**config.mk**
```make
export PLATFORM = sky130hd
export DESIGN_NAME = i2c_xfer_scheduler
export DESIGN_NICKNAME = d
export VERILOG_FILES = /design/src/rtl/i2c_xfer_scheduler.sv
export SDC_FILE = /design/constraint.sdc
export NUM_CORES = 1
export LEC_CHECK = 0
export ABC_AREA = 1
export CORE_MARGIN = 5
export CORE_UTILIZATION = 40
export CTS_BUF_LIST = sky130_fd_sc_hd__clkbuf_4 sky130_fd_sc_hd__clkbuf_8
export DETAILED_ROUTE_END_ITERATION = 8
export GPL_ROUTABILITY_DRIVEN = 0
export HOLD_SLACK_MARGIN = 0.1
export PLACE_DENSITY = 0.67
export SYNTH_ARGS = -nofsm -noshare
export SYNTH_HDL_FRONTEND = slang
export SYNTH_SLANG_ARGS = --single-unit
```
**constraint.sdc**
```tcl
create_clock -name clk_i -period 3.2 [get_ports clk_i]
set_clock_uncertainty 0.15 [all_clocks]
set_input_delay 0.32 -clock clk_i [delete_from_list [all_inputs] [get_ports clk_i]]
set_output_delay 0.32 -clock clk_i [all_outputs]
set_load 0.02 [all_outputs]
```
**src/rtl/i2c_xfer_scheduler.sv**
```systemverilog
// Two-requester round-robin front end for the I2C master's AXI-Lite register port.
// Each accepted request becomes a fixed program/start/poll/fetch register sequence.
module i2c_xfer_scheduler #(
  parameter int unsigned PollGap  = 16,
  parameter int unsigned MaxPolls = 500
) (
  input  logic        clk_i,
  input  logic        rst_ni,
  input  logic [1:0]  req_valid_i,
  output logic [1:0]  req_ready_o,
  input  logic [1:0]  req_rnw_i,
  input  logic [13:0] req_saddr_i,
  input  logic [5:0]  req_len_i,
  input  logic [63:0] req_wdata_i,
  output logic [1:0]  rsp_valid_o,
  output logic        rsp_err_o,
  output logic [31:0] rsp_rdata_o,
  output logic [4:0]  m_axi_awaddr_o,
  output logic        m_axi_awvalid_o,
  input  logic        m_axi_awready_i,
  output logic [31:0] m_axi_wdata_o,
  output logic [3:0]  m_axi_wstrb_o,
  output logic        m_axi_wvalid_o,
  input  logic        m_axi_wready_i,
  input  logic [1:0]  m_axi_bresp_i,
  input  logic        m_axi_bvalid_i,
  output logic        m_axi_bready_o,
  output logic [4:0]  m_axi_araddr_o,
  output logic        m_axi_arvalid_o,
  input  logic        m_axi_arready_i,
  input  logic [31:0] m_axi_rdata_i,
  input  logic [1:0]  m_axi_rresp_i,
  input  logic        m_axi_rvalid_i,
  output logic        m_axi_rready_o
);

  typedef enum logic [3:0] {
    StIdle, StArb, StWrSaddr, StWrLen, StWrTx, StWrCtrl, StPollRd, StPollWait, StRdData, StResp
  } state_e;

  localparam logic [4:0] RegLen   = 5'h00;
  localparam logic [4:0] RegSaddr = 5'h04;
  localparam logic [4:0] RegRx    = 5'h08;
  localparam logic [4:0] RegTx    = 5'h0C;
  localparam logic [4:0] RegCtrl  = 5'h10;

  state_e      state_q;
  logic        last_q, owner_q, rnw_q, err_q, issued_q;
  logic [6:0]  saddr_q;
  logic [2:0]  len_q;
  logic [31:0] wdata_q, rdata_q;
  logic [15:0] poll_cnt_q, gap_cnt_q;
  logic [1:0]  req_ready_q, rsp_valid_q;
  logic        rsp_err_q;
  logic [31:0] rsp_rdata_q;
  logic [4:0]  awaddr_q, araddr_q;
  logic [31:0] axi_wdata_q;
  logic        awvalid_q, wvalid_q, bready_q, arvalid_q, rready_q;

  logic        gnt;
  logic [6:0]  gnt_saddr;
  logic [2:0]  gnt_len;
  logic [4:0]  wr_addr, rd_addr;
  logic [31:0] wr_data;
  state_e      wr_next;
  logic        done_bit;

  // On contention the requester that was not served last wins.
  always_comb begin
    gnt = 1'b0;
    if (req_valid_i == 2'b11) gnt = ~last_q;
    else if (req_valid_i[1])  gnt = 1'b1;
    gnt_saddr = gnt ? req_saddr_i[13:7] : req_saddr_i[6:0];
    gnt_len   = gnt ? req_len_i[5:3] : req_len_i[2:0];
  end

  always_comb begin
    wr_addr = RegSaddr;
    wr_data = {25'b0, saddr_q};
    wr_next = StWrLen;
    case (state_q)
      StWrLen: begin
        wr_addr = RegLen;
        wr_data = {29'b0, len_q};
        wr_next = rnw_q ? StWrCtrl : StWrTx;
      end
      StWrTx: begin
        wr_addr = RegTx;
        wr_data = wdata_q;
        wr_next = StWrCtrl;
      end
      StWrCtrl: begin
        wr_addr = RegCtrl;
        wr_data = rnw_q ? 32'h4 : 32'h1;
        wr_next = StPollRd;
      end
      default: ;
    endcase
    rd_addr  = (state_q == StRdData) ? RegRx : RegCtrl;
    done_bit = rnw_q ? m_axi_rdata_i[3] : m_axi_rdata_i[1];
  end

  always_ff @(posedge clk_i or negedge rst_ni) begin
    if (!rst_ni) begin
      state_q     <= StIdle;
      last_q      <= 1'b1;
      owner_q     <= 1'b0;
      rnw_q       <= 1'b0;
      err_q       <= 1'b0;
      issued_q    <= 1'b0;
      saddr_q     <= '0;
      len_q       <= '0;
      wdata_q     <= '0;
      rdata_q     <= '0;
      poll_cnt_q  <= '0;
      gap_cnt_q   <= '0;
      req_ready_q <= '0;
      rsp_valid_q <= '0;
      rsp_err_q   <= 1'b0;
      rsp_rdata_q <= '0;
      awaddr_q    <= '0;
      araddr_q    <= '0;
      axi_wdata_q <= '0;
      awvalid_q   <= 1'b0;
      wvalid_q    <= 1'b0;
      bready_q    <= 1'b0;
      arvalid_q   <= 1'b0;
      rready_q    <= 1'b0;
    end else begin
      req_ready_q <= '0;
      rsp_valid_q <= '0;
      rsp_err_q   <= 1'b0;
      rsp_rdata_q <= '0;
      case (state_q)
        StIdle: if (|req_valid_i) state_q <= StArb;
        StArb: begin
          if (|req_valid_i) begin
            req_ready_q <= gnt ? 2'b10 : 2'b01;
            owner_q     <= gnt;
            last_q      <= gnt;
            rnw_q       <= gnt ? req_rnw_i[1] : req_rnw_i[0];
            saddr_q     <= gnt_saddr;
            len_q       <= gnt_len;
            wdata_q     <= gnt ? req_wdata_i[63:32] : req_wdata_i[31:0];
            rdata_q     <= '0;
            poll_cnt_q  <= '0;
            issued_q    <= 1'b0;
            if (gnt_len == 3'd0 || gnt_len > 3'd4) begin
              err_q   <= 1'b1;
              state_q <= StResp;
            end else begin
              err_q   <= 1'b0;
              state_q <= StWrSaddr;
            end
          end else begin
            state_q <= StIdle;
          end
        end
        StWrSaddr, StWrLen, StWrTx, StWrCtrl: begin
          if (!issued_q) begin
            awaddr_q    <= wr_addr;
            axi_wdata_q <= wr_data;
            awvalid_q   <= 1'b1;
            wvalid_q    <= 1'b1;
            bready_q    <= 1'b1;
            issued_q    <= 1'b1;
          end else begin
            if (awvalid_q && m_axi_awready_i) awvalid_q <= 1'b0;
            if (wvalid_q && m_axi_wready_i)   wvalid_q  <= 1'b0;
            if (bready_q && m_axi_bvalid_i) begin
              bready_q <= 1'b0;
              issued_q <= 1'b0;
              if (m_axi_bresp_i != 2'b00) begin
                err_q   <= 1'b1;
                state_q <= StResp;
              end else begin
                state_q <= wr_next;
              end
            end
          end
        end
        StPollRd, StRdData: begin
          if (!issued_q) begin
            araddr_q  <= rd_addr;
            arvalid_q <= 1'b1;
            rready_q  <= 1'b1;
            issued_q  <= 1'b1;
          end else begin
            if (arvalid_q && m_axi_arready_i) arvalid_q <= 1'b0;
            if (rready_q && m_axi_rvalid_i) begin
              rready_q <= 1'b0;
              issued_q <= 1'b0;
              if (m_axi_rresp_i != 2'b00) begin
                err_q   <= 1'b1;
                state_q <= StResp;
              end else if (state_q == StRdData) begin
                rdata_q <= m_axi_rdata_i;
                state_q <= StResp;
              end else if (done_bit) begin
                state_q <= rnw_q ? StRdData : StResp;
              end else if (poll_cnt_q + 16'd1 >= 16'(MaxPolls)) begin
                err_q   <= 1'b1;
                state_q <= StResp;
              end else begin
                poll_cnt_q <= poll_cnt_q + 16'd1;
                gap_cnt_q  <= '0;
                state_q    <= StPollWait;
              end
            end
          end
        end
        StPollWait: begin
          if (gap_cnt_q + 16'd1 >= 16'(PollGap)) state_q <= StPollRd;
          else gap_cnt_q <= gap_cnt_q + 16'd1;
        end
        StResp: begin
          rsp_valid_q <= owner_q ? 2'b10 : 2'b01;
          rsp_err_q   <= err_q;
          rsp_rdata_q <= err_q ? 32'h0 : rdata_q;
          state_q     <= StIdle;
        end
        default: state_q <= StIdle;
      endcase
    end
  end

  assign req_ready_o     = req_ready_q;
  assign rsp_valid_o     = rsp_valid_q;
  assign rsp_err_o       = rsp_err_q;
  assign rsp_rdata_o     = rsp_rdata_q;
  assign m_axi_awaddr_o  = awaddr_q;
  assign m_axi_awvalid_o = awvalid_q;
  assign m_axi_wdata_o   = axi_wdata_q;
  assign m_axi_wstrb_o   = 4'hF;
  assign m_axi_wvalid_o  = wvalid_q;
  assign m_axi_bready_o  = bready_q;
  assign m_axi_araddr_o  = araddr_q;
  assign m_axi_arvalid_o = arvalid_q;
  assign m_axi_rready_o  = rready_q;

endmodule
```
==> impl_metrics.tcl, run 1 <==
set metrics [dict create \
    status "completed" \
    drtAntennaViolNets 0 \
    numPortBuffers 209 \
    n_antenna_cell 0 \
    via_per_inst 4.82 \
    synthMuxAreaShare_pct 0 \
    die-area_um2 25000 \
    ys.flop_type "dfrtp_1" \
    grt_max_degree 82 \
    synth_xor_area_share_pct 0.897 \
    hold_class "in -> reg" \
    grt_pass1_wl_um 38200 \
    grt_pass1_vias 7447 \
    min_path_cells 3 \
    rsz0062_at_grt "no" \
    setup_slack_ns 0.637 \
    path_class "reg -> reg" \
    crit_fanout 13 \
    cts_sinks 194 \
    hold_path_end "wdata_q[1]" \
    cts_inserted_buffers 17 \
    wl_per_cell_um 15.1 \
    totalWireLength_um 23600 \
    synth-simple-area-share_pct 23.8 \
    cp.arrival_ns 2.82 \
    syn_inst 1064 \
    synth_top_family_by_area "simple AND/OR/NAND/NOR gates" \
    die_y_um 158 \
    syn_area_per_cell_um2 8.26 \
    post_cts_buffers 0 \
    slowest_delay_ns 0.52 \
    worstMarginPinSlew_ns 0.715 \
    num_rows 54 \
    fill_cells 2075 \
    slew_headroom_pct 52.3 \
    slew_violations 0 \
    hpwlAfterDp_um 16900 \
    fin_crit_sh_pct 80.1 \
    synth_fa_ha_area_share_pct 0.285 \
    io_pins 219 \
    yosys_register_bits 194 \
    grt_usage_pct 19.1 \
    maxCapViolCount 0 \
    crit_chain "nor2_1 -> nand2_1 -> nor2_1 -> nor2_2 -> inv_2 -> nand2_1 -> nand2_1 -> a31oi_1 -> nand2_1 -> nor2_1 -> nand2_1 -> nand2_1" \
    drcViolationCount 0 \
    initial_core_util_pct 40.4 \
    fin_crit_ns 2.56 \
    dr.first_iter.drc_count 436 \
    layout_commonest_cell "nand2_1" \
    layout_common_cells "nand2_1 (253), clkdlybuf4s50_1 (208), dfrtp_1 (193)" \
    clockBufferDepth 2 \
    antenna_found_initial 0 \
    dieWidth_um 158 \
    cp_common_cell "nand2_1" \
    htreeDepth 4 \
    leakagePower_nw 5.32 \
    cts_tree "yes" \
    dr.pass1.iters 5 \
    area_growth_pct 32.0 \
    irDropWorstVdd_mv 0.380 \
    seq_area_frac_synth_pct 55.2 \
    fin_tns_setup_ns 0 \
    crit_path_start_kind "flop" \
    dp_worst_setup_slack_ns 0.615 \
    setup_viol 0 \
    async_flop_share_pct 100 \
    gr-total-overflow 0 \
    worst_r2r_endpoint "state_q[0]" \
    vias 7511 \
    yosysUniqueCellTypes 40 \
    worstPathRequired_ns 3.46 \
    p_per_area_nw_per_um2 714 \
    reg2reg_from "state_q[0]" \
    max_freq_mhz 390 \
    hold_viol 0 \
    path_clk_slew_ns 0.12 \
    netlist_area_um2 8790 \
    ff2ff_path_depth 12 \
    worstSetupEndpointType "flop" \
    ys_warn_count 0 \
    synth-compound-area-share_pct 10.7 \
    hold_start "req_wdata_i[1]" \
    core_area_um2 21800 \
    drive_above_1_share_pct 5.01 \
    cpMaxStageDelayCell "nor2_2" \
    ff2ff_setup_slack_ns 0.64 \
    clk_latency_ns 0.48 \
    synth_edf_count 0 \
    cts_root_buf "clkbuf_8" \
    final_net_count 1398 \
]
-- layer usage --
metal / GRT usage [%] / up-vias / part of all wire [%]
li1: - / 3774 / -
met1: 25.4 / 3473 / 44
met2: 30.3 / 249 / 46
met3: 7.05 / 15 / 9.1
met4: 3.94 / 0 / 0.84
met5: 0 / - / 0
-- synthesized netlist by cell type (8+ instances only) --
library cell	count	area share, %
buf_4	13	1.1
inv_1	138	5.9
clkbuf_1	27	1.2
o211ai_1	9	0.77
nand3_1	68	3.9
nor2_1	135	5.8
nand4_1	22	1.6
nand2_1	253	11
xor2_1	8	0.80
o22ai_1	29	2.1
o21ai_0	111	6.3
dfrtp_1	193	55
-- per-stage QoR --
stage          power, mW  area [µm²]  cells  util, %  hold WS [ns]
2_1_floorplan       5.39        8820   1071        -        -0.126
3_3_place_gp        6.57       11200   1525     51.3         0.258
3_5_place_dp        6.64       11200   1525     51.3         0.263
4_1_cts             8.38       11600   1558     53.4         0.203
5_1_grt             8.91       11600   1558     53.4         0.222
6_report            8.28       11600   1558     53.4         0.233
-- state kept, by name, indices dropped and copies added, names as in the netlist, 2 cells and up --
register,flops
m_axi_wdata_o,32
rdata_q,32
rsp_rdata_o,32
wdata_q,32
gap_cnt_q,16
poll_cnt_q,16
saddr_q,7
state_q,4
len_q,3
m_axi_awaddr_o,3
m_axi_araddr_o,2
req_ready_o,2
rsp_valid_o,2
-- worst max-delay path by stage --
stage	start	endpoint	cells after the start
final	state_q[0]	state_q[0]	12
after global routing	state_q[0]	state_q[3]	12
after CTS	state_q[0]	state_q[0]	12
after detailed placement	req_valid_i[1]	state_q[3]	11
after global placement	req_valid_i[1]	state_q[3]	11
after floorplan	poll_cnt_q[0]	poll_cnt_q[8]	13
-- power by group --
part / internal (mW) / switching, mW
clock: 0.634 / 1.09
combinational: 1.18 / 1.90
sequential: 3.16 / 0.319
-- worst max-delay path: cells and delay by family, from the launching register on --
kind | cells | cell delay, ns
AND/OR/NAND/NOR | 10 | 1.58
buffers and inverters | 1 | 0.15
flip-flops | 1 | 0.48
AO/OA/AOI/OAI | 1 | 0.15
-- final cells by class --
class | count | area (µm²) | area share, %
timing repair buffer | 224 | 2250 | 19.4
multi-input combinational | 684 | 3170 | 27.3
sequential | 194 | 4860 | 41.8
clock buffer | 17 | 234 | 2.02
clock inverter | 15 | 211 | 1.82
inverter | 144 | 541 | 4.66
tap | 280 | 350 | 3.02
-- kinds of logic after synthesis --
| kind of cell | count (synthesis) |
|---|---|
| other | 2 |
| flip-flops | 194 |
| XOR/XNOR | 9 |
| adder cells (fa/ha/maj) | 2 |
| buffers and inverters | 193 |
| AND/OR/NAND/NOR | 495 |
| AO/OA/AOI/OAI | 169 |
-- timing repair --
| action | CTS | global route |
|---|---|---|
| hold buffers | 1 | 0 |
| gates resized for setup | 0 | 0 |
| hold endpoints to repair | 77 | 0 |
Note: power is estimated with default switching activity, not from simulation.
==> inputs of run 2 (changes only) <==
clock period = 2.4 ns   (was 3.2 ns; I/O delays follow)
==> run 2 against run 1 <==
First-iteration DRC count up 27%. Global-route usage up 0.050 points. Sequential share of layout area down 1.2 points. Clock power up 34%. Critical path type unchanged.
==> impl_metrics.tcl, run 2 (same netlist as run 1, synthesis figures left out) <==
set metrics [dict create \
    ff2ff_path_depth 13 \
    clk_latency_ns 0.46 \
    clockBufferDepth 2 \
    cts_sinks 194 \
    cts_inserted_buffers 17 \
    p_per_area_nw_per_um2 956 \
    cts_tree "yes" \
    place_area_um2 11300 \
    gr-usage-met3_pct 6.23 \
    n_antenna_cell 0 \
    worstPathRequired_ns 2.65 \
    drcViolationCount 0 \
    area_growth_pct 36.1 \
    initial_core_util_pct 40.4 \
    setup_viol 0 \
    crit_chain "buf_4 -> inv_1 -> nor2_1 -> nand2_1 -> o21ai_1 -> nand2_1 -> nor2_1 -> nand2_1 -> o21ai_4 -> buf_4 -> buf_4 -> nand4_1 -> nand2_1" \
    path_class "reg -> reg" \
    cpMaxStageDelayCell "dfrtp_1" \
    reg2reg_from "poll_cnt_q[0]" \
    fin_tns_setup_ns 0 \
    worstMarginPinSlew_ns 0.589 \
    path_clk_slew_ns 0.12 \
    crit_path_start_kind "flop" \
    io_pins 219 \
    slew_violations 0 \
    leakagePower_nw 5.49 \
    irDropWorstVdd_mv 0.438 \
    fin_crit_ns 2.24 \
    worstSetupEndpointType "flop" \
    grt_max_degree 68 \
    setup.worst_path.end "gap_cnt_q[3]" \
    gr-total-overflow 0 \
    totalWireLength_um 24300 \
    die-area_um2 25000 \
    maxCapViolCount 0 \
    cp_common_cell "nand2_1" \
    drive_above_1_share_pct 8.94 \
    grt_pass1_vias 7657 \
    hold_viol 0 \
    grt_usage_pct 19.2 \
    drtAntennaViolNets 0 \
    p_total_mw 11.4 \
    num_rows 54 \
    numPortBuffers 209 \
    dr.first_iter.drc_count 552 \
    max_freq_mhz 446 \
    fill_cells 2014 \
    worst_r2r_endpoint "gap_cnt_q[3]" \
    hpwlAfterDp_um 17400 \
    vias 7738 \
    slew_headroom_pct 60.6 \
    status "completed" \
    dr.pass1.iters 5 \
    hold_class "in -> async" \
    final_cell_area_um2 12000 \
    cts_root_buf "clkbuf_8" \
    cp.arrival_ns 2.49 \
    crit_fanout 10 \
    core_area_um2 21800 \
    grtUsageMet1_pct 25.5 \
    slowest_delay_ns 0.38 \
    ff2ff_setup_slack_ns 0.16 \
    fin_crit_sh_pct 93.5 \
    via_per_inst 4.87 \
    htreeDepth 4 \
    die_y_um 158 \
    dieWidth_um 158 \
    met2_usage_pct 30.7 \
    wl_per_cell_um 15.3 \
    antenna_found_initial 0 \
    crit_start "poll_cnt_q[0]" \
    final_net_count 1429 \
    grt_pass1_wl_um 38400 \
    whs_ns 0.162 \
    layout_common_cells "nand2_1 (250), clkdlybuf4s50_1 (208), dfrtp_1 (186)" \
    top_usage_layer "met2" \
    layout_commonest_cell "nand2_1" \
]
-- run 2: cell count changes in the layout (fill, tap and decap cells not counted), moves of 7 or more --
cell / before / now
buf_4: 11 / 37
dfrtp_1: 193 / 186
nor2_2: 3 / 10
nor2_1: 135 / 125
dfrtp_2: 0 / 7
-- run 2: how the worst min path moves through the flow --
stage	endpoint	slack [ns]	cells past startpoint
after detailed placement	poll_cnt_q[12]	0.12	1
after global routing	m_axi_wdata_o[8]	0.18	2
after global placement	poll_cnt_q[12]	0.12	1
after floorplan	err_q	-0.21	0
after CTS	m_axi_wdata_o[8]	0.17	2
final	m_axi_wdata_o[8]	0.16	2
-- run 2: cell type report --
cell class | instances | area (µm²) | area share (%)
Clock buffer | 18 | 241 | 2.02
Clock inverter | 14 | 199 | 1.66
Timing Repair Buffer | 253 | 2510 | 21.0
Multi-Input combinational cell | 686 | 3260 | 27.2
Tap cell | 280 | 350 | 2.93
Sequential cell | 194 | 4860 | 40.7
Inverter | 144 | 544 | 4.55
-- run 2: layer usage --
metal	part of all wire [%]	wire, µm
met1	44	10600
met2	46	11200
met3	8.8	2130
met4	1.5	359
met5	0	0
-- run 2: where the power goes --
part / leakage, nW / switching [mW] / internal (mW)
Combinational: 2.70 / 2.68 / 1.81
Sequential: 2.57 / 0.432 / 4.21
Clock: 0.221 / 1.36 / 0.938
Total: 5.49 / 4.47 / 6.96
-- run 2: repair_timing --
item,in CTS,in global routing
endpoints found under the setup margin,0,76
setup buffers,0,11
hold buffers,1,0
gates resized for setup,0,28
endpoints found under the hold margin,171,0
-- run 2: critical path, delay by kind of cell (launching register included) --
| kind | cells | cell delay (ns) |
|---|---|---|
| buffers and inverters | 4 | 0.51 |
| AOI/OAI and AO/OA | 2 | 0.34 |
| and+or+nand+nor | 7 | 0.80 |
| DFF | 1 | 0.38 |
-- run 2: per-stage QoR --
| stage | cells | setup slack, ns | util [%] |
|---|---|---|---|
| 6_report | 1589 | 0.157 | 55.0 |
| 5_1_grt | 1589 | -0.00776 | 55.0 |
| 4_1_cts | 1575 | 0.0364 | 54.0 |
| 3_5_place_dp | 1542 | 0.0587 | 51.9 |
| 3_3_place_gp | 1542 | 0.0747 | 51.9 |
| 2_1_floorplan | 1071 | 0.211 | - |
